==> config.mk <==
export PLATFORM = sky130hd
export DESIGN_NAME = instr_fetch
export DESIGN_NICKNAME = d
export VERILOG_FILES = /design/src/rtl/instr_fetch.sv
export SDC_FILE = /design/constraint.sdc
export NUM_CORES = 1
export LEC_CHECK = 0
export CAP_MARGIN = 20
export CORE_ASPECT_RATIO = 2
export CORE_MARGIN = 8
export CORE_UTILIZATION = 51
export DETAILED_ROUTE_END_ITERATION = 7
export PLACE_DENSITY = 0.8
export SYNTH_ARGS = -nofsm -noshare
export SYNTH_HDL_FRONTEND = slang
export SYNTH_SLANG_ARGS = --single-unit
==> constraint.sdc <==
create_clock -name clk -period 2.87 [get_ports clk]
set_input_delay 0.574 -clock clk [delete_from_list [all_inputs] [get_ports clk]]
set_output_delay 0.574 -clock clk [all_outputs]
set_load 0.05 [all_outputs]
==> src/rtl/instr_fetch.sv <==
// Instruction fetch unit: an IDLE/RUN/HALT sequencer feeding a two-stage fetch pipe to the decoder.
// Build option FETCH_PERF_EN adds cycle_cnt_o, a saturating count of RUN-state cycles.
module instr_fetch #(
  parameter int unsigned PC_W     = 10,
  parameter int unsigned START_PC = 0,
  parameter logic [8:0]  HALT_OP  = 9'h1FF
) (
  input  logic            clk,
  input  logic            reset_n,
  input  logic            start_i,
  input  logic            stall_i,
  input  logic            branch_i,
  input  logic            jump_abs_i,
  input  logic [15:0]     imm_pc_i,
  output logic [PC_W-1:0] imem_addr_o,
  input  logic [8:0]      imem_data_i,
  output logic [8:0]      op_o,
  output logic            op_valid_o,
  output logic [PC_W-1:0] pc_o,
  output logic            done_o
`ifdef FETCH_PERF_EN
  ,
  output logic [15:0]     cycle_cnt_o
`endif
);

  typedef enum logic [1:0] {IDLE, RUN, HALT} state_t;

  state_t          state;
  logic [PC_W-1:0] addr_p0;
  logic [PC_W-1:0] pc_p1;
  logic            vld_p1;
  logic [8:0]      skid_p1;
  logic            skid_vld_p1;
  logic [8:0]      op_p2;
  logic [PC_W-1:0] pc_p2;
  logic            vld_p2;
  logic            done;

  logic            take_branch;
  logic            capture;
  logic            hit_halt;
  logic            fill_skid;
  logic            advance;
  logic [8:0]      word_p1;
  logic [PC_W-1:0] addr_next;
  logic [PC_W-1:0] target;
  logic            unused_imm;

  assign unused_imm = ^imm_pc_i;

  always_comb begin
    take_branch = (state == RUN) && vld_p2 && branch_i;
    word_p1     = skid_vld_p1 ? skid_p1 : imem_data_i;
    capture     = (state == RUN) && vld_p1 && !stall_i && !take_branch;
    hit_halt    = capture && (word_p1 == HALT_OP);
    fill_skid   = (state == RUN) && stall_i && !take_branch && vld_p1 && !skid_vld_p1;
    advance     = ((state == IDLE) && start_i) ||
                  ((state == RUN) && !take_branch && !stall_i && !hit_halt);
    addr_next   = addr_p0 + PC_W'(1);
    // Bits of the offset above PC_W cannot reach a PC_W-bit truncated sum.
    target      = jump_abs_i ? imm_pc_i[PC_W-1:0] : pc_p2 + imm_pc_i[PC_W-1:0];
  end

  // p0 -> p1 -> p2: issue address, in-flight fetch, op register presented to the decoder.
  // A stall holds the address, so the in-flight word is parked in the skid register.
  always_ff @(posedge clk) begin
    if (!reset_n) begin
      state       <= IDLE;
      addr_p0     <= PC_W'(START_PC);
      vld_p1      <= 1'b0;
      skid_vld_p1 <= 1'b0;
      op_p2       <= '0;
      pc_p2       <= '0;
      vld_p2      <= 1'b0;
      done        <= 1'b0;
    end else begin
      unique case (state)
        IDLE: begin
          if (start_i) begin
            state   <= RUN;
            addr_p0 <= addr_next;
            vld_p1  <= 1'b1;
          end
        end
        RUN: begin
          if (take_branch) begin
            addr_p0     <= target;
            vld_p1      <= 1'b0;
            skid_vld_p1 <= 1'b0;
            vld_p2      <= 1'b0;
          end else if (stall_i) begin
            if (fill_skid) skid_vld_p1 <= 1'b1;
          end else if (hit_halt) begin
            state       <= HALT;
            done        <= 1'b1;
            vld_p1      <= 1'b0;
            skid_vld_p1 <= 1'b0;
            vld_p2      <= 1'b0;
          end else begin
            addr_p0     <= addr_next;
            vld_p1      <= 1'b1;
            skid_vld_p1 <= 1'b0;
            vld_p2      <= capture;
            if (capture) begin
              op_p2 <= word_p1;
              pc_p2 <= pc_p1;
            end
          end
        end
        default: vld_p2 <= 1'b0;
      endcase
    end
  end

  always_ff @(posedge clk) begin
    if (advance)   pc_p1   <= addr_p0;
    if (fill_skid) skid_p1 <= imem_data_i;
  end

  assign imem_addr_o = addr_p0;
  assign op_o        = op_p2;
  assign op_valid_o  = vld_p2;
  assign pc_o        = pc_p2;
  assign done_o      = done;

`ifdef FETCH_PERF_EN
  function automatic logic [15:0] sat_inc(input logic [15:0] v);
    return (v == 16'hFFFF) ? v : v + 16'd1;
  endfunction

  logic [15:0] cycle_cnt;

  always_ff @(posedge clk) begin
    if (!reset_n) cycle_cnt <= '0;
    else if (state == RUN) cycle_cnt <= sat_inc(cycle_cnt);
  end

  assign cycle_cnt_o = cycle_cnt;
`endif

endmodule

Yosys cells after proc, flatten, opt, wreduce, memory -nomap -nowiden
Index checks and enable logic that the tools add are counted.
- output and inout port bits: 31
- flip-flop bits (word level): 54
- input bits: 31
- eq/ne operators: 9
- reductions and logical operators: 28
- bitwise logic cells: 4
- mux-type cells: 24
- $add $sub $neg: 2
- operator list (operator ; number):
    10-bit 2-to-1 mux ; 5
    10-bit case mux with 2 select lines ; 1
    1-bit logical AND ; 14
    10-bit by 1-bit adder with 10-bit output, second input constant ; 1
    10-bit adder ; 1
    1-bit 2-to-1 mux ; 10
    5-bit AND reduction ; 2
    9-bit equality test, second input constant ; 1
    9-bit 2-to-1 mux ; 1
    2-bit 2-to-1 mux ; 4
    2-bit != test, second input constant ; 4
    4-bit AND reduction ; 2
    3-bit != test, second input constant ; 2
    1-bit logical NOT ; 4
    1-bit NOT ; 4
    1-bit case mux with 2 select lines ; 2
    2-bit case mux with 2 select lines ; 1
    2-bit AND reduction ; 2
    3-bit by 1-bit != test with 1-bit output, second input constant ; 1
    3-bit AND reduction ; 1
    2-bit by 1-bit equality test with 1-bit output, second input constant ; 1
    2-bit logical NOT ; 1
    2-bit nonzero test ; 1
    1-bit logical OR ; 1

Depth between registers and ports, before layout
Gate-level depths: netlist of run 1.
- word-level depth: 10
- gate-level depth with buffers: 9
- depth with buffers taken out: 8

Worst setup path before layout of run 1
Ideal clock, no wire load.
- kind: input-to-reg
- start point: in imm_pc_i[0]
- end point: reg addr_p0[6] (netlist: imem_addr_o[6])
- buffers on the path: 0
- arrival time: 2186 ps
- required time: 2751 ps
- path slack: 565 ps
- cell stages on the path: 8
- cells stage by stage: ha_1 > fa_1 > a211oi_1 > o21bai_1 > a21oi_1 > xor2_1 > a21oi_1 > o221a_2
- longest elaborated chain between the ends: 4
- ends and longest elaborated chain (item ; line ; RTL):
    start: declaration ; 14 ; input logic [15:0] imm_pc_i,
    10-bit adder ; 62 ; target = jump_abs_i ? imm_pc_i[PC_W-1:0] : pc_p2 + imm_pc_i[PC_W-1:0];
    10-bit 2-to-1 mux ; 62 ;
    10-bit 2-to-1 mux ; 87 ; if (take_branch) begin
    10-bit case mux with 2 select lines ; 78 ; unique case (state)
    end signal: assignment ; 70 ; addr_p0 <= PC_W'(START_PC);
    end signal: assignment ; 82 ; addr_p0 <= addr_next;
    end signal: assignment ; 88 ; addr_p0 <= target;
    end: declaration ; 30 ; logic [PC_W-1:0] addr_p0;
No other way between the ends.
A chain may end at the register's enable or synchronous reset.

Worst setup path in the final report of run 1
- start point: in imm_pc_i[0]
- end point: reg addr_p0[8] (netlist: imem_addr_o[8])
Same word-level chain as after synthesis.

==> results by stage, run 1 <==
Status:
- The flow ran to the end, and the final reports show no timing, DRC or antenna violations.

Critical path:
- At the worst endpoint, the required time is ~3 ns.
- The capturing element type of the critical path is a flop.
- The type of origin of the critical path is an input pin.
- The worst setup path is of the input pin to flop kind.
- The worst path arrival time is between 2 and 3 ns.
- The highest net fanout along the worst path is 3.
- The number of cells traversed by the worst register-to-register path is 6.

Floorplanning:
- The die extent in x is between 60 and 70 µm.
- The region available for standard cell placement spans roughly 5400 µm².
- The die is roughly 120 µm tall.
- In this run the core area contains 38 standard-cell rows.
- Pin placement for this block handled 62 I/O pins.
- The total die area is about 8400 µm².
- The starting utilization of the core area is ~52%.

Synth:
- The share of the synthesized area in compound gates (AO/OA/AOI/OAI) is approximately 22%.
- The most used flip-flop cell after synthesis is dfxtp_1.
- The number of synthesis warnings is 0.
- The share of the synthesized area in the top cell type is 24.69%.
- The adder-cell area share of the yosys netlist is around 5%.
- After synthesis, the cell types taking the most area are dfxtp_1 25%, edfxtp_1 20%, a21oi_1 5.6%, nand2_1 4.5%, ha_1 4.4%.
- The summed instance area of the synthesized netlist is about 2800 µm².
- The number of enable flip-flop cells after synthesis is 19.
- The synthesized netlist contains 57 unique library cells.
- A synthesized cell averages 9.523 µm².
- The multiplexer fraction of the synthesized cell area is between 4 and 5%.
- Counting flops and latches in the post-synthesis netlist gives 54.
- The async set or reset register ratio after synthesis is 0%.
- Sorting the synthesized cells by how often they occur yields 35 x dfxtp_1, 34 x nand2_1, 32 x a21oi_1.
- The cell taking the most area after synthesis is dfxtp_1.
- Among all cell types in the netlist, the one instantiated most often is dfxtp_1.
- The synthesized netlist devotes a little under a fifth of its cell area to simple gates.
- The net count of the mapped netlist is 340.
- The xor-xnor portion of the synthesized cell area is under 10%.
- The main combinational cell family by area after synthesis is compound AO/OA/AOI/OAI gates.
- The gate count after technology mapping is slightly below 300.
- The post-synthesis sequential area ratio is ~45%.

Cells and area:
- The utilization of the core after routing is between 60% and 70%.
- The fraction of layout cells with a size suffix above 1 is a little under a tenth.
- From synthesis to final layout, the design area changed by 27.07%.
- At the end of the flow, the number of nets in the layout was roughly 400.
- The total inserted antenna cells is 0.
- The count of cells in the finished layout, fillers not included, comes to 420.
- The final standard cell area without fillers is between 3000 and 4000 µm².
- Counting the fill cells in the layout gives between 400 and 500.

Timing:
- The worst clock skew is 0.008481 ns.
- The number of max-slew violations in the final report is 0.
- The number of hold violations in the final report is 0.
- Setup repair after global routing left no endpoint under its margin.
- Headroom to the max-slew limit came out at a little over half.
- The final setup violation count is 0.
- The shortest period the worst path allows is around 2.6 ns.
- The top achievable clock speed is about 0.38 GHz.
- After layout, the worst path uses 91.28% of the clock period.
- For the pin with the worst max-slew slack, the measured transition is 0.6795 ns.
- The tightest hold path in the finished design has a slack of roughly 0.5 ns.

Global route:
- The first global-routing pass estimated 12250 µm of wire.
- The initial antenna violation count was 0.
- The total routing resource utilization after global routing is 19.00%.
- Entering global routing, the biggest net connects 30 pins.
- After global routing the overflow that remains totals 0.
- The number of global-route vias before repair was 2622.

Power:
- In this run the power density over the cells is ~450 nW/µm².
- The sequential share of power is around 53%.
- The net switching share of the total power is a little over a quarter.
- Cell internal power was estimated by the tool at approximately 1.2 mW.
- The total design power is between 1.5 and 2 mW.
- The peak ir drop on the vdd network is around 0.56 mV.
- Summed over all cells, the static leakage comes to ~1.3 nW.
- The clock network burns between 30% and 40% of the power.
- In this run, the combinational gates consume between 10% and 20% of the power.
- Summed over all nets, the switching power comes to between 0.4 and 0.5 mW.

Detailed routing:
- The average vias per placed instance is around 6.1.
- The first TritonRoute pass finished after 4 iterations.
- The number of nets still failing antenna checks after routing is 0.
- The DRC violation count after routing is 0.
- The routed layout has 2582 vias.
- After detailed routing, the average wire length per cell comes to 18.00 µm.
- The violation count after the first detailed-route iteration is ~140.
- The routed design has 7560 µm of wire.

Worst hold path:
- The class of the worst hold path is flop to flop.
- Along the worst hold path, the cell count comes to 2.

Clocking:
- The clock passes through at most 2 buffers.
- The CTS tree is yes.
- The clock tree synthesis step divided the H-tree into 2 levels.
- The clock-pin slew reported for the worst setup and hold paths after clock tree synthesis is about 0.10 ns.
- The number of buffers inserted for hold repair after clock tree synthesis is 0.
- The clock net sink count is 54.
- The clock root buffer master is clkbuf_8.
- The number of gates resized after CTS was 0.
- The TritonCTS buffer count is 5.
- The clock reaches the later pin of the worst-skew pair after 0.32 ns.
- The buffer count from post-CTS setup fixing is 0.

Place:
- The cell area reported after detailed placement is 3497 µm².
- The detailed placer's ending HPWL is slightly below 6000 µm.
- At the end of routability-driven placement, the weighted congestion stood at approximately 0.87.
- Buffers placed on the I/O ports in this run total 55.
- The cell count after placement is just over 400.

Run:
- The number of max-cap violations is 0.
## per-layer routing
layer | up-vias | part of all wire, % | GRT usage [%]
li1 | 1226 | - | -
met1 | 1249 | 37 | 19.93
met2 | 92 | 55 | 34.76
met3 | 15 | 4.8 | 2.683
met4 | 0 | 3.0 | 8.597
met5 | - | 0 | 0
## cell usage in the layout, fill, tap and decap left out, types with 2 or more instances in the layout
cell type / instances
clkbuf_8: 5
buf_4: 12
o21a_1: 3
o221a_2: 3
a31oi_1: 2
nand4_1: 2
edfxtp_1: 19
o21ai_0: 10
a21o_1: 2
mux2i_1: 11
and2_1: 3
inv_1: 4
dfxtp_1: 35
a21oi_1: 32
nor2_1: 30
a311o_1: 2
and3_1: 3
ha_1: 10
nor3_1: 5
o31ai_1: 3
clkdlybuf4s50_1: 55
xnor2_1: 3
xor2_1: 3
nand3_1: 10
nand2_1: 34
o21bai_1: 3
nand2b_1: 3
a211oi_1: 13
nand3b_1: 5
nor2b_1: 3
or3_1: 2
## cell type report
cell class / count / area, µm² / area share [%]
Multi-Input combinational cell: 227 / 1495 / 41.46
Inverter: 4 / 15.01 / 0.4164
Timing Repair Buffer: 67 / 640.6 / 17.77
Tap cell: 60 / 75.07 / 2.082
Clock buffer: 6 / 72.57 / 2.012
Sequential cell: 54 / 1271 / 35.25
Clock inverter: 2 / 36.28 / 1.006
## per-stage QoR
stage,setup WS (ns),TNS [ns]
2_1_floorplan,0.5651,0
3_5_place_dp,-0.05616,-0.1090
5_1_grt,0.1946,0
3_3_place_gp,-0.04748,-0.07646
4_1_cts,0.2681,0
6_report,0.2503,0
## path summary, 6_finish.rpt
check                                              start                          end  slack (ns)
worst max-delay path                         imm_pc_i[0]  imem_addr_o[8]$_SDFFE_PN0P_        0.25
worst min-delay path                op_o[1]$_SDFFE_PN0P_         op_o[1]$_SDFFE_PN0P_        0.50
worst max register to register  skid_vld_p1$_SDFFE_PN0P_  imem_addr_o[9]$_SDFFE_PN0P_        0.43
worst min register to register      op_o[1]$_SDFFE_PN0P_         op_o[1]$_SDFFE_PN0P_        0.50
## cells by family (layout without fill, tap and decap cells)
kind of cell / Yosys count / in the layout
mux: 12 / 12
flops: 54 / 54
compound gates: 88 / 88
fa+ha+maj: 11 / 11
buf+inv: 17 / 79
simple gates: 110 / 110
xor+xnor: 6 / 6
## power by group through the flow
stage	sequential [mW]	clock (mW)	combinational (mW)
floorplan	0.904	0	0.115
global placement	0.869	0	0.250
detailed placement	0.872	0	0.255
CTS	0.854	0.520	0.256
global route	0.860	0.547	0.274
finish	0.854	0.511	0.256
## flip-flops by register name, indices dropped and copies added (netlist names)
signal and flops:
vld_p1 1, skid_p1 9, op_valid_o 1, done_o 1, pc_o 10, op_o 9
state 2, pc_p1 10, imem_addr_o 10, skid_vld_p1 1
## worst max-delay path, cell delays in order
cell	delay, ns
clkdlybuf4s50_1	0.45
ha_1	0.25
fa_1	0.43
a211oi_1	0.26
o21bai_1	0.15
o22ai_1	0.24
xor2_1	0.18
a211oi_1	0.09
o211a_1	0.21
Power figures use the tool's default switching activity.
==> inputs of run 2 (changes only) <==
--- a/config.mk
+++ b/config.mk
@@ -5,6 +5,7 @@
 export SDC_FILE = /design/constraint.sdc
 export NUM_CORES = 1
 export LEC_CHECK = 0
+export ABC_CLOCK_PERIOD_IN_PS = 2870
 export CAP_MARGIN = 20
 export CORE_ASPECT_RATIO = 2
 export CORE_MARGIN = 8
==> results of run 2 <==
Same layout as run 1: the final DEF is identical, and so are final timing and power.
==> inputs of run 3 (changes only) <==
--- a/config.mk
+++ b/config.mk
@@ -11,6 +11,7 @@
 export CORE_MARGIN = 8
 export CORE_UTILIZATION = 51
 export DETAILED_ROUTE_END_ITERATION = 7
+export GPL_TIMING_DRIVEN = 0
 export PLACE_DENSITY = 0.8
 export SYNTH_ARGS = -nofsm -noshare
 export SYNTH_HDL_FRONTEND = slang
==> results by stage, run 3 (same netlist as run 1, synthesis figures left out) <==
Status:
- Status: completed (unchanged).

Critical path:
- The critical path class was input pin to flop (unchanged).
- The number of cells traversed by the worst register-to-register path is 6 (unchanged).
- The capturing element type of the critical path is a flop (unchanged).
- The most common cell type on the critical path was a21oi_1 (was a211oi_1).
- The required time reported for the critical path endpoint is 3.08 ns (was 3.09 ns).
- The slowest stage cell on the critical path was clkdlybuf4s50_1 (unchanged).
- The worst path arrival time is 2.90 ns (was 2.84 ns).
- The highest net fanout along the worst path is 3 (unchanged).
- The delay of the slowest cell on the worst path is 0.45 ns (about the same).
- Chain of cells forming the critical path: clkdlybuf4s50_1, ha_1, fa_1, a211oi_1, o21bai_1, a21oi_1, xor2_1, a21oi_1, o221a_2 (was clkdlybuf4s50_1, ha_1, fa_1, a211oi_1, o21bai_1, o22ai_1, xor2_1, a211oi_1, o211a_1).
- The type of origin of the critical path is an input pin (unchanged).

Floorplanning:
- The floorplan row count is 38 (unchanged).
- The core area is 5420 µm² (unchanged).
- The floorplan die height is 121.5 µm (unchanged).
- The number of ports placed on the die boundary is 62 (unchanged).
- The starting utilization of the core area was 52.35% (unchanged).
- The die extent in x is 68.75 µm (unchanged).
- The total die area is 8352 µm² (unchanged).

Place:
- The number of input and output port buffers inserted is 55 (unchanged).
- The detailed placer's ending HPWL came to 6129 µm (was 5876 µm).
- The final estimated routing congestion in global placement came to 0.8969 (was 0.8673).
- The worst slack at placement was -0.1060 ns (was -0.05616 ns).

Clocking:
- The clock root buffer master is clkbuf_8 (unchanged).
- The depth of the CTS H-tree is 2 (unchanged).
- The TritonCTS buffer count is 5 (unchanged).
- The buffer count from post-CTS setup fixing is 0 (unchanged).
- The clock net sink count is 54 (unchanged).
- The clock latency at the later pin of the worst-skew pair is 0.32 ns (about the same).
- The clock-pin slew reported for the worst setup and hold paths after clock tree synthesis came to 0.09 ns (was 0.10 ns).
- The largest buffer count on any clock path is 2 (unchanged).
- The CTS tree is yes (unchanged).
- The number of buffers inserted for hold repair after clock tree synthesis is 0 (unchanged).
- The count of instances resized after the clock tree is built is 0 (unchanged).

Cells and area:
- The most common cell after layout, fill and taps aside is clkdlybuf4s50_1 (unchanged).
- The final layout net count is 403 (was 401).
- Most used cells in the layout excluding fill and tap cells: 55 x clkdlybuf4s50_1, 35 x dfxtp_1, 34 x nand2_1, 32 x a21oi_1, 30 x nor2_1 (unchanged).
- The total inserted antenna cells is 0 (unchanged).
- The number of filler instances in the final layout is 475 (was 478).
- The relative area change from synthesis to final layout is 25.22% (was 27.07%).
- The utilization of the core after routing is 65.56% (was 66.53%).
- The fraction of layout cells with a size suffix above 1 was 8.011% (was 9.444%).

Worst hold path:
- The class of the worst hold path was flop to flop (unchanged).
- The worst hold path stage count came to 2 (unchanged).

Timing:
- The worst clock skew is 0.008823 ns (was 0.008481 ns).
- The post-route worst setup slack came to 0.1797 ns (was 0.2503 ns).
- The headroom to the max-slew limit was 52.80% (was 54.64%).
- The share of the cycle needed by the critical path after routing is 93.74% (was 91.28%).
- The worst-margin pin slew is 0.7081 ns (was 0.6795 ns).
- The shortest period the worst path allows is 2.690 ns (was 2.620 ns).
- The top achievable clock speed is 0.3717 GHz (was 0.3817 GHz).
- The final setup violation count was 0 (unchanged).
- The number of hold violations in the final report is 0 (unchanged).
- Setup repair after global routing missed its margin: false (unchanged).
- The aggregate negative setup slack is 0 ns (unchanged).
- The number of max-slew violations in the final report is 0 (unchanged).
- The worst hold slack is 0.4833 ns (was 0.4980 ns).

Global route:
- The number of global-route vias before repair is 2759 (was 2622).
- The initial antenna violation count is 0 (unchanged).
- The remaining global-route overflow is 0 (unchanged).
- The largest net degree at the start of global routing was 17 (was 30).
- The global-route wire length before repair is 12740 µm (was 12250 µm).
- The total routing resource utilization after global routing is 19.67% (was 19.00%).

Detailed routing:
- The number of nets still failing antenna checks after routing is 0 (unchanged).
- The average vias per placed instance is 6.059 (was 6.148).
- The average detailed-routed wire length per instance is 18.43 µm (was 18.00 µm).
- The DRC violation count after routing was 0 (unchanged).
- The via count is 2557 (was 2582).
- The overall routed net length is 7778 µm (was 7560 µm).
- The violation count after the first detailed-route iteration is 136 (was 137).
- The number of search-and-repair iterations in the first detailed-routing pass came to 4 (unchanged).

Power:
- The leakage power is 1.241 nW (was 1.268 nW).
- The total power density per cell area is 428.6 nW/µm² (was 449.6 nW/µm²).
- The peak ir drop on the vdd network is 0.4598 mV (was 0.5605 mV).

Run:
- The number of max-cap violations came to 0 (unchanged).
-- run 3: changes by cell type in the layout (fill, tap and decap cells not counted) --
| cell | previous run | this run |
|---|---|---|
| buf_2 | 0 | 6 |
| bufinv_16 | 1 | 0 |
| clkbuf_1 | 1 | 8 |
| clkinv_2 | 0 | 2 |
| buf_4 | 12 | 1 |
| inv_4 | 1 | 0 |
-- run 3: power breakdown --
group | total (mW) | leakage (nW) | switching, mW | internal (mW)
logic | 0.258 | 0.728 | 0.153 | 0.105
clock network | 0.415 | 0.0450 | 0.245 | 0.170
registers | 0.850 | 0.468 | 0.0236 | 0.826
total | 1.52 | 1.24 | 0.422 | 1.10
-- run 3: final cells by class --
class	instances	area [µm²]	share of cell area, %
Buffer	13	56.30	1.585
Clock buffer	6	72.57	2.042
Clock inverter	2	10.01	0.2817
Inverter	4	15.01	0.4225
Multi-Input combinational cell	227	1495	42.08
Sequential cell	54	1271	35.77
Tap cell	60	75.07	2.113
Timing Repair Buffer	56	558.0	15.70
-- run 3: layer usage --
layer | vias to the layer above | share of wire (%) | global-route usage, %
met5 | - | 0 | 0
met1 | 1202 | 36 | 19.50
li1 | 1232 | - | -
met2 | 90 | 54 | 35.23
met4 | 0 | 4.8 | 12.39
met3 | 33 | 5.4 | 3.330
-- run 3: final timing paths --
| path | end | startpoint | slack (ns) |
|---|---|---|---|
| min | done_o$_SDFFE_PN0P_ | done_o$_SDFFE_PN0P_ | 0.48 |
| max | imem_addr_o[6]$_SDFFE_PN0P_ | imm_pc_i[0] | 0.18 |
| min reg2reg | done_o$_SDFFE_PN0P_ | done_o$_SDFFE_PN0P_ | 0.48 |
| max reg2reg | skid_p1[6]$_DFFE_PN_ | state[1]$_SDFFE_PN0P_ | 0.53 |
-- run 3: worst max-delay path: cells and delay by family --
family                     cells  cell delay, ns
buffers and inverters          1            0.45
AOI/OAI and AO/OA              5            1.01
adders and majority gates      2            0.72
xor gates and xnor gates       1            0.16
-- run 3: through the flow --
step / area, µm² / total power, mW / instances
6_report: 3553 / 1.523 / 422
5_1_grt: 3553 / 1.583 / 422
4_1_cts: 3553 / 1.531 / 422
3_5_place_dp: 3471 / 1.126 / 414
3_3_place_gp: 3463 / 1.119 / 413
2_1_floorplan: 2838 / 1.019 / 298
